File: src/rtl/adder_pipe_pkg.sv
// Shared constants, slice-width helper and stage record for adder_pipe.
package adder_pipe_pkg;

  localparam int DEF_WIDTH  = 8;
  localparam int DEF_CHUNKS = 2;

  // Bits per pipeline slice. A zero slice count yields 0 so that the
  // top-level configuration check reports the error instead of a divide fault.
  function automatic int chunk_w(input int width, input int chunks);
    return (chunks > 0) ? width / chunks : 0;
  endfunction

  localparam int DEF_CHUNK_W = chunk_w(DEF_WIDTH, DEF_CHUNKS);

  // Contents of one pipeline stage at the default size: the stage valid, its
  // carry out, the sum slices finished so far, and the operand slices that
  // later stages have not consumed yet.
  typedef struct packed {
    logic                 valid;
    logic                 carry;
    logic [DEF_WIDTH-1:0] sum_lo;
    logic [DEF_WIDTH-1:0] a_hi;
    logic [DEF_WIDTH-1:0] b_hi;
  } stage_t;

endpackage

File: src/rtl/adder_pipe_slice.sv
// One CW-bit adder slice. The sum, carry and valid are registered behind a
// shared enable.
module adder_pipe_slice #(
  parameter int CW = 4
) (
  input  logic          clk,
  input  logic          rstn,
  input  logic          en,
  input  logic          vld_in,
  input  logic          c_in,
  input  logic [CW-1:0] a,
  input  logic [CW-1:0] b,
  output logic          vld,
  output logic [CW-1:0] s,
  output logic          c
);

  // Add and register this slice, holding while the pipe is stalled.
  always_ff @(posedge clk or negedge rstn) begin
    if (!rstn) begin
      vld <= 1'b0;
      s   <= '0;
      c   <= 1'b0;
    end else if (en) begin
      vld    <= vld_in;
      {c, s} <= {1'b0, a} + {1'b0, b} + {{CW{1'b0}}, c_in};
    end
  end

endmodule

File: src/rtl/adder_pipe.sv
// Pipelined WIDTH-bit unsigned adder built from CHUNKS carry-registered
// slices, with one slice per stage and a valid/ready handshake.
// Optional feature: define ADDER_PIPE_SUB_EN to add a 'sub' input that selects
// a - b (a + ~b + 1). In that mode sum[WIDTH]=1 means there was no borrow.
module adder_pipe
  import adder_pipe_pkg::*;
#(
  parameter int WIDTH  = DEF_WIDTH,
  parameter int CHUNKS = DEF_CHUNKS
) (
  input  logic             clk,
  input  logic             rstn,
  input  logic             in_valid,
  output logic             in_ready,
  input  logic [WIDTH-1:0] a,
  input  logic [WIDTH-1:0] b,
  input  logic             cin,
`ifdef ADDER_PIPE_SUB_EN
  input  logic             sub,
`endif
  output logic             out_valid,
  input  logic             out_ready,
  output logic [WIDTH:0]   sum
);

  localparam int CW = chunk_w(WIDTH, CHUNKS);

  if (WIDTH < 1 || CHUNKS < 1 || (WIDTH % CHUNKS) != 0) begin : g_bad_cfg
    $error("adder_pipe: WIDTH must be >= 1 and a multiple of CHUNKS");
  end

  // vld_pipe[0] and c_pipe[0] are the inputs to the pipe.
  // vld_pipe[k+1] and c_pipe[k+1] are the registered outputs of stage k.
  logic [CHUNKS:0] vld_pipe;
  logic [CHUNKS:0] c_pipe;
  logic            adv;
  logic            sub_in;

`ifdef ADDER_PIPE_SUB_EN
  assign sub_in = sub;
`else
  assign sub_in = 1'b0;
`endif

  // The enable is global, so every stage advances together. Bubbles keep
  // their position and are never squeezed out.
  assign adv         = !out_valid | out_ready;
  assign in_ready    = adv;
  assign vld_pipe[0] = in_valid;
  // Subtraction forces a carry-in of 1 and ignores cin.
  assign c_pipe[0]   = sub_in ? 1'b1 : cin;

  for (genvar k = 0; k < CHUNKS; k++) begin : g_st
    logic [WIDTH-k*CW-1:0] a_cur, b_cur;
    logic                  sub_cur;
    logic [CW-1:0]         s_k;
    logic [(k+1)*CW-1:0]   sum_lo;

    if (k == 0) begin : g_head
      assign a_cur   = a;
      assign b_cur   = b;
      assign sub_cur = sub_in;
    end else begin : g_tail
      assign a_cur   = g_st[k-1].g_skew.a_hi;
      assign b_cur   = g_st[k-1].g_skew.b_hi;
      assign sub_cur = g_st[k-1].g_skew.sub_q;
    end

    adder_pipe_slice #(.CW(CW)) u_slice (
      .clk    (clk),
      .rstn   (rstn),
      .en     (adv),
      .vld_in (vld_pipe[k]),
      .c_in   (c_pipe[k]),
      .a      (a_cur[CW-1:0]),
      .b      (b_cur[CW-1:0] ^ {CW{sub_cur}}),
      .vld    (vld_pipe[k+1]),
      .s      (s_k),
      .c      (c_pipe[k+1])
    );

    // Skew buffer: carry the unconsumed upper operand slices and the sub
    // flag forward to the stages that will use them.
    if (k < CHUNKS-1) begin : g_skew
      logic [WIDTH-(k+1)*CW-1:0] a_hi, b_hi;
      logic                      sub_q;
      // Register the operand slices still pending for later stages.
      always_ff @(posedge clk or negedge rstn) begin
        if (!rstn) begin
          a_hi  <= '0;
          b_hi  <= '0;
          sub_q <= 1'b0;
        end else if (adv) begin
          a_hi  <= a_cur[WIDTH-k*CW-1:CW];
          b_hi  <= b_cur[WIDTH-k*CW-1:CW];
          sub_q <= sub_cur;
        end
      end
    end

    // Lower sum slices finished by earlier stages travel alongside the
    // slice that is currently being computed.
    if (k > 0) begin : g_lo
      logic [k*CW-1:0] lo_q;
      // Register the completed lower sum slices.
      always_ff @(posedge clk or negedge rstn) begin
        if (!rstn)    lo_q <= '0;
        else if (adv) lo_q <= g_st[k-1].sum_lo;
      end
      assign sum_lo = {s_k, lo_q};
    end else begin : g_lo0
      assign sum_lo = s_k;
    end
  end

  assign out_valid = vld_pipe[CHUNKS];
  assign sum       = {c_pipe[CHUNKS], g_st[CHUNKS-1].sum_lo};

endmodule
File: config.mk
export PLATFORM = sky130hd
export DESIGN_NAME = adder_pipe
export DESIGN_NICKNAME = d
export VERILOG_FILES = /design/src/rtl/adder_pipe_pkg.sv /design/src/rtl/adder_pipe_slice.sv /design/src/rtl/adder_pipe.sv
export SDC_FILE = /design/constraint.sdc
export NUM_CORES = 1
export LEC_CHECK = 0
export BUFFER_PORTS_ARGS = -buffer_cell sky130_fd_sc_hd__clkbuf_2
export CORE_MARGIN = 1
export CORE_UTILIZATION = 30
export DETAILED_ROUTE_END_ITERATION = 10
export GPL_TIMING_DRIVEN = 0
export HOLD_SLACK_MARGIN = 0.15
export PLACE_DENSITY = 0.54
export SYNTH_ARGS = -nofsm -noshare
export SYNTH_HDL_FRONTEND = slang
export SYNTH_HIERARCHICAL = 1
export SYNTH_SLANG_ARGS = --single-unit
File: constraint.sdc
create_clock -name clk -period 1.35 [get_ports clk]
set_input_delay 0.135 -clock clk [delete_from_list [all_inputs] [get_ports clk]]
set_output_delay 0.135 -clock clk [all_outputs]
set_load 0.01 [all_outputs]
-- Yosys cells after proc, flatten, opt, wreduce, memory -nomap -nowiden
Cells that the tools add are included.
- flip-flop bits (word level): 24
- latch bits: 0
- bits in writable memories: 0
- memory bits (read-only): 0
- bits of input ports: 21
- logic and storage cells: 15
- memories kept: 0
- $add $sub $neg: 4
- $mul: 0
- div/mod/pow operators: 0
- $lt $le $gt $ge: 0
- eq/ne operators: 0
- shifts and indexed selects: 0
- multiplexer cells: 0
- bitwise operators: 1
- reductions and logical operators: 1
- operators by type and width (cell ; number):
    $add A4 B4 Y5 ; 2
    $add A5 B1 Y5 ; 2
    $logic_not A1 Y1 ; 1
    $or A1 B1 Y1 ; 1

-- Depth between registers and ports, before layout
Gate-level depths: netlist of run 1.
- depth after elaboration: 2
- depth in mapped cells: 6

-- By module
The synthesis of run 1 kept the hierarchy.
- by module, submodules not included (module ; instances ; cells each ; area an instance (µm²) ; sequential area each (µm²)):
    adder_pipe_slice ; 2 ; 34 ; 392.9 ; 150.1
    adder_pipe ; 1 ; 27 ; 501.7 ; 300.3

-- Least setup slack after synthesis of run 1
OpenSTA, ideal clock, no wires.
- path type: flip-flop to flip-flop
- from: reg g_st[0].g_skew.a_hi[0]
- to: reg g_st[1].u_slice.s[2]
- setup time: 0.125 ns
- data arrival time: 1.367 ns
- path slack: -0.142 ns
- stages on the path, launching flop included: 6
- period minus slack after synthesis: 1.492 ns
- cells stage by stage: dfrtp_1 > fa_1 > inv_1 > fa_1 > xnor2_1 > mux2_2
- longest elaborated chain between the ends: 2
- ends and longest elaborated chain (element ; line ; source):
    start: declaration ; adder_pipe.sv:85 ; logic [WIDTH-(k+1)*CW-1:0] a_hi, b_hi;
    start signal: assignment ; adder_pipe.sv:94 ; a_hi <= a_cur[WIDTH-k*CW-1:CW];
    $add A4 B4 Y5 ; adder_pipe_slice.sv:26 ; {c, s} <= {1'b0, a} + {1'b0, b} + {{CW{1'b0}}, c_in};
    $add A5 B1 Y5 ; adder_pipe_slice.sv:26 ;
    end signal: assignment ; adder_pipe_slice.sv:26 ;
    end: declaration ; adder_pipe_slice.sv:14 ; output logic [CW-1:0] s,
Every way passes these cells.
A chain may end at the register's enable or synchronous reset.

-- Final worst setup path of run 1
- from: reg g_st[0].g_skew.a_hi[0]
- to: reg g_st[1].u_slice.s[1]
The elaborated chain is that of the path after synthesis.

==> flow_metrics.tcl, run 1 <==
set metrics [dict create \
    post_drt_via_cell_ratio 4.55 \
    startpoint "g_st[0].g_skew.a_hi[0]" \
    arrival_ns 1.73 \
    ios 32 \
    ys_top_cells_by_count "dfrtp_1, inv_1, mux2_2, mux2_4, ha_1" \
    drc 0 \
    crit_family "adder cells" \
    ys_top_cells_by_area "dfrtp_1, mux2_4, mux2_2" \
    track_usage_pct 12.8 \
    ys_ff_latch 24 \
    grt_max_degree 25 \
    cap_violations 0 \
    ys_async_sr_fraction_pct 100 \
    yosysTopAreaCellShare_pct 46.6 \
    reg2reg_from "g_st[0].g_skew.a_hi[0]" \
    p_leak_nw 0.905 \
    die_y_um 67.5 \
    ys_types 22 \
    n_fill_cell 372 \
    num_rows 23 \
    crit_required_ns 1.54 \
    slew-limit-headroom_pct 58.7 \
    slowest_stage "dfrtp_1" \
    ant_nets 0 \
    final_nets 186 \
    wl_per_cell_um 12.8 \
    drt-met1-wl_mm 1.26 \
    critPathMaxFanout 2 \
    setup_tns_ns -0.484 \
    crit_top_cell "fa_2" \
    synth.most_common_cell "dfrtp_1" \
    via_count 928 \
    path_buf_inv 1 \
    final.min_clock_period_ns 1.54 \
    grt_setup_unrepaired "yes" \
    syn-num-nets 126 \
    port_buffers 31 \
    worstSetupPathType "reg2reg" \
    status "complete, but fails checks" \
    ir_drop_mv 0.441 \
    fmax_ghz 0.650 \
    cts_inserted_buffers 3 \
    crit_chain "fa_2 -> inv_2 -> fa_2 -> mux2i_1" \
    place_congestion 0.723 \
    worstHoldStart "b[3]" \
    drv_slew 0 \
    synth_top_cell_by_area "dfrtp_1" \
    hold_ws_ns 0.272 \
    die_x_um 67.5 \
    fp.coreArea_mm2 0.00406 \
    synth.avg_cell_area_um2 13.6 \
    top_layer "met3" \
    period_share_pct 114 \
    gr-total-overflow 0 \
    cts_tree "yes" \
    start_kind "register" \
    pwr_density_cell_mw_per_mm2 1410 \
    clk_latency_ns 0.27 \
    synthFlopType "dfrtp_1" \
    grt_pass1_wl_mm 4.29 \
    cts-root-buf "clkbuf_8" \
    min_path_type "in2reg" \
    wl_met2_mm 1.22 \
    slowest_delay_ns 0.41 \
    worstMarginPinSlew_ns 0.620 \
    wirelength_mm 2.61 \
    drive_gt1_share_pct 52.6 \
    yosys_warnings 6 \
    drt-initial-drc-count 58 \
    synth_area_mm2 0.00129 \
    end_kind "register" \
    setup_ws_ns -0.189 \
    grt_pass1_vias 924 \
    synth_edf_count 0 \
    finalHoldViolCount 0 \
    dpl-instance-area_mm2 0.00152 \
    drtPass1Iterations 4 \
    clockBufferDepth 2 \
    clk_pin_slew_worst_paths_ns 0.09 \
    cts_sinks 24 \
    met3_length_um 137 \
    place_ws_ns -0.188 \
    synth_seq_area_share_pct 46.6 \
    stdcell_area_mm2 0.00183 \
    syn_inst 95 \
    finalSetupViolCount 4 \
    area.growth.synth_to_final_pct 41.8 \
    skew_ns 0.00550 \
    violations "setup timing" \
    hpwl_mm 1.77 \
    htreeDepth 1 \
    die-area_mm2 0.00456 \
    initial_utilization_pct 31.7 \
    antenna_found_initial 0 \
    antenna_cells 0 \
]
## cell families after synthesis
kind of cell	after synthesis	synth area share [%]
AND/OR/NAND/NOR	13	8.26
multiplexers	20	19.9
buffers and inverters	16	6.71
AO/OA/AOI/OAI	10	5.05
flip-flops	24	46.6
XOR/XNOR	2	1.36
adder cells (fa/ha/maj)	10	12.1
## per-layer routing
layer / vias to the layer above / track usage (%)
met1: 454 / 17.3
met5: - / 0
met4: 0 / 3.99
met2: 29 / 20.2
met3: 0 / 3.04
li1: 445 / -
## where the power goes
part	internal [mW]	total (mW)	switching (mW)	leakage, nW
logic	0.609	1.03	0.416	0.596
clock network	0.261	0.502	0.242	0.0288
registers	0.919	1.05	0.132	0.280
## stage by stage
step	utilization (%)	instances	power [mW]
2_1_floorplan	-	95	1.63
3_3_place_gp	37.4	176	1.88
3_5_place_dp	37.4	176	1.92
4_1_cts	43.7	199	2.55
5_1_grt	45.0	204	2.77
6_report	45.0	204	2.58
## final timing paths
kind / end / slack (ns) / depth (start not counted)
worst max-delay path: g_st[1].u_slice/s[1] / -0.19 / 4
worst min register to register: g_st[1].g_lo.lo_q[0] / 0.51 / 1
min in group asynchronous: g_st[1].u_slice/c / 0.41 / 2
worst max register to register: g_st[1].u_slice/s[1] / -0.19 / 4
max in group asynchronous: g_st[0].u_slice/c / 0.53 / 2
worst min-delay path: g_st[0].u_slice/c / 0.27 / 4
## state kept, by name, summed over array words and instances, names as in the netlist
signal,count
g_st.g_skew.a_hi,4
g_st.g_lo.lo_q,4
g_st.g_skew.b_hi,4
g_st.u_slice/vld,2
g_st.u_slice/c,2
g_st.u_slice/s,8
## cell usage in the layout (no fill, tap or decap), types with 4 or more instances in the layout
cell,synthesis,routed
inv_1,12,11
mux2_4,9,10
ha_1,6,4
dlygate4sd3_1,0,10
buf_6,3,4
buf_4,1,14
clkbuf_8,0,4
clkbuf_2,0,30
mux2_2,9,8
dfrtp_1,24,24
## what timing repair did
action / in CTS / in global routing
hold buffers: 10 / 0
endpoints found under the setup margin: 5 / 8
hold endpoints to repair: 33 / 0
gates cloned: 0 / 0
pin swaps: 3 / 9
buffers inserted: 9 / 6
resized for setup: 4 / 6
## area by class of cell
cell class | count | area [um^2] | area share, %
sequential | 24 | 601 | 32.9
buffer | 3 | 33.8 | 1.85
timing repair buffer | 56 | 382 | 20.9
inverter | 12 | 45.0 | 2.47
tap | 50 | 62.6 | 3.43
multi-input combinational | 55 | 647 | 35.4
clock buffer | 4 | 55.1 | 3.02
## worst min-delay path: stages
cell and delay [ns]:
clkbuf_2 0.08, ha_1 0.18, inv_1 0.05, a31oi_1 0.06
No activity file was read; power rests on OpenSTA's default activity.
==> inputs of run 2 (changes only) <==
--- a/config.mk
+++ b/config.mk
@@ -5,6 +5,7 @@
 export SDC_FILE = /design/constraint.sdc
 export NUM_CORES = 1
 export LEC_CHECK = 0
+export ABC_AREA = 1
 export BUFFER_PORTS_ARGS = -buffer_cell sky130_fd_sc_hd__clkbuf_2
 export CORE_MARGIN = 1
 export CORE_UTILIZATION = 30
==> flow_metrics.tcl, run 2 <==
set metrics [dict create \
    place_congestion 0.729 \
    start_kind "register" \
    ys_ff_latch 24 \
    largest_reg_flops 8 \
    final_common_cell "nand2_1" \
    post_drt_via_cell_ratio 4.38 \
    fin_util_pct 42.5 \
    skew_ns 0.00424 \
    worstMarginPinSlew_ns 0.604 \
    violations "setup timing" \
    hpwl_mm 1.85 \
    cts_sinks 24 \
    drive_gt1_share_pct 28.1 \
    end_kind "register" \
    area.growth.synth_to_final_pct 35.7 \
    drc 0 \
    die-area_mm2 0.00444 \
    port_buffers 31 \
    die_x_um 66.6 \
    ys_top_cells_by_area "dfrtp_1, nand2_1, nand3_1" \
    die_y_um 66.6 \
    fmax_ghz 0.652 \
    final_cell_mix "nand2_1, clkbuf_2, dfrtp_1" \
    synth_seq_area_share_pct 48.0 \
    ys_types 18 \
    fp.coreArea_mm2 0.00400 \
    grt_pass1_wl_mm 4.42 \
    grt_pass1_vias 1058 \
    power_frac_seq_pct 41.0 \
    antenna_cells 0 \
    grt_setup_unrepaired "yes" \
    min_path_type "in2reg" \
    dp.cells 225 \
    p_leak_nw 0.924 \
    yosysTopAreaCellShare_pct 48.0 \
    synth_top_cell_by_area "dfrtp_1" \
    synthFlopType "dfrtp_1" \
    status "complete, but fails checks" \
    setup_ws_ns -0.183 \
    synth.most_common_cell "nand2_1" \
    drv_slew 0 \
    ir_drop_mv 0.539 \
    via_count 1059 \
    antenna_found_initial 0 \
    crit_required_ns 1.54 \
    clk_latency_ns 0.27 \
    finalSetupViolCount 4 \
    ant_nets 0 \
    cts_inserted_buffers 3 \
    wl_per_cell_um 11.3 \
    hold_ws_ns 0.182 \
    yosys_warnings 6 \
    final_nets 224 \
    worstSetupPathType "reg2reg" \
    finalHoldViolCount 0 \
    drt-initial-drc-count 72 \
    dpl-instance-area_mm2 0.00147 \
    slowest_delay_ns 0.42 \
    grt_max_degree 25 \
    setup_tns_ns -0.439 \
    critPathMaxFanout 2 \
    power.total_mw 2.53 \
    initial_utilization_pct 31.3 \
    p_clk_share_pct 25.1 \
    slew-limit-headroom_pct 59.7 \
    drtPass1Iterations 4 \
    place_ws_ns -0.164 \
    wirelength_mm 2.74 \
    cts-root-buf "clkbuf_8" \
    synth_area_mm2 0.00125 \
    num_rows 23 \
    ios 32 \
    netSwitchingPower_mw 0.828 \
    track_usage_pct 13.1 \
    syn-num-nets 175 \
    largest-register "g_st.u_slice/s" \
    gr-total-overflow 0 \
    cap_violations 0 \
    p_int_mw 1.70 \
    htreeDepth 1 \
    crit_chain "fa_2 -> inv_2 -> fa_1 -> o21ai_1" \
    final.min_clock_period_ns 1.53 \
    syn_inst 144 \
    pwr_density_cell_mw_per_mm2 1490 \
    ys_top_cells_by_count "nand2_1, dfrtp_1, nand3_1, inv_1, ha_1" \
    switching_share_pct 32.7 \
    synth_edf_count 0 \
    combPwrFrac_pct 33.9 \
    ys_async_sr_fraction_pct 100 \
    cts_tree "yes" \
    slowest_stage "fa_2" \
    final_cells 242 \
    clockBufferDepth 2 \
    synth.avg_cell_area_um2 8.70 \
    period_share_pct 114 \
    stdcell_area_mm2 0.00170 \
    arrival_ns 1.72 \
    clk_pin_slew_worst_paths_ns 0.09 \
]
## run 2: repair_timing
item                                    in CTS  in global routing
endpoints found under the hold margin       33                  0
buffers inserted                             1                  1
endpoints found under the setup margin       4                  4
pin swaps                                    1                  1
hold buffers                                10                  0
gates cloned                                 0                  1
resized for setup                            1                  3
## run 2: final timing paths
| path | startpoint | end | slack, ns | cells after the start |
|---|---|---|---|---|
| min in group asynchronous | rstn | g_st[0].g_skew.a_hi[3] | 0.40 | 2 |
| max in group asynchronous | rstn | g_st[1].u_slice/vld | 0.52 | 2 |
| setup / recovery | g_st[0].u_slice/c | g_st[1].u_slice/s[1] | -0.18 | 4 |
| setup reg to reg | g_st[0].u_slice/c | g_st[1].u_slice/s[1] | -0.18 | 4 |
| hold / removal | out_ready | g_st[1].g_lo.lo_q[0] | 0.18 | 4 |
| hold reg to reg | g_st[1].u_slice/s[0] | g_st[1].u_slice/s[0] | 0.48 | 2 |
## run 2: cell type report
type / count / area, um^2
Tap cell: 50 / 62.6
Clock inverter: 1 / 30.0
Clock buffer: 3 / 41.3
Buffer: 4 / 42.5
Multi-Input combinational cell: 101 / 569
Sequential cell: 24 / 602
Timing Repair Buffer: 44 / 295
Fill cell: 406 / 2300
Inverter: 15 / 56.3
## run 2: cells by family after synthesis
| kind of cell | after synthesis | share of synthesized area, % |
|---|---|---|
| XOR/XNOR | 1 | 0.699 |
| flip-flops | 24 | 48.0 |
| AND/OR/NAND/NOR | 81 | 27.3 |
| adder cells (fa/ha/maj) | 10 | 12.4 |
| AO/OA/AOI/OAI | 9 | 4.50 |
| buffers and inverters | 19 | 7.19 |
## run 2: per-layer routing
| layer | part of all wire, % | track usage, % |
|---|---|---|
| met4 | 0.15 | 1.60 |
| met5 | 0 | 0 |
| met1 | 44 | 14.4 |
| met2 | 52 | 25.4 |
| met3 | 4.2 | 3.60 |
## run 2: critical path: cells and delay by family, from the launching register on
kind            cells  cell delay, ns
compound gates      1            0.15
buf+inv             1            0.06
fa+ha+maj           2            0.82
flops               1            0.41
## run 2: power by group through the flow
stage	Combinational (mW)	Sequential [mW]	Clock, mW
after detailed placement	0.784	1.05	0
after global placement	0.766	1.04	0
after CTS	0.822	1.04	0.644
final	0.858	1.04	0.635
after global routing	0.977	1.07	0.678
after floorplan	0.469	1.08	0
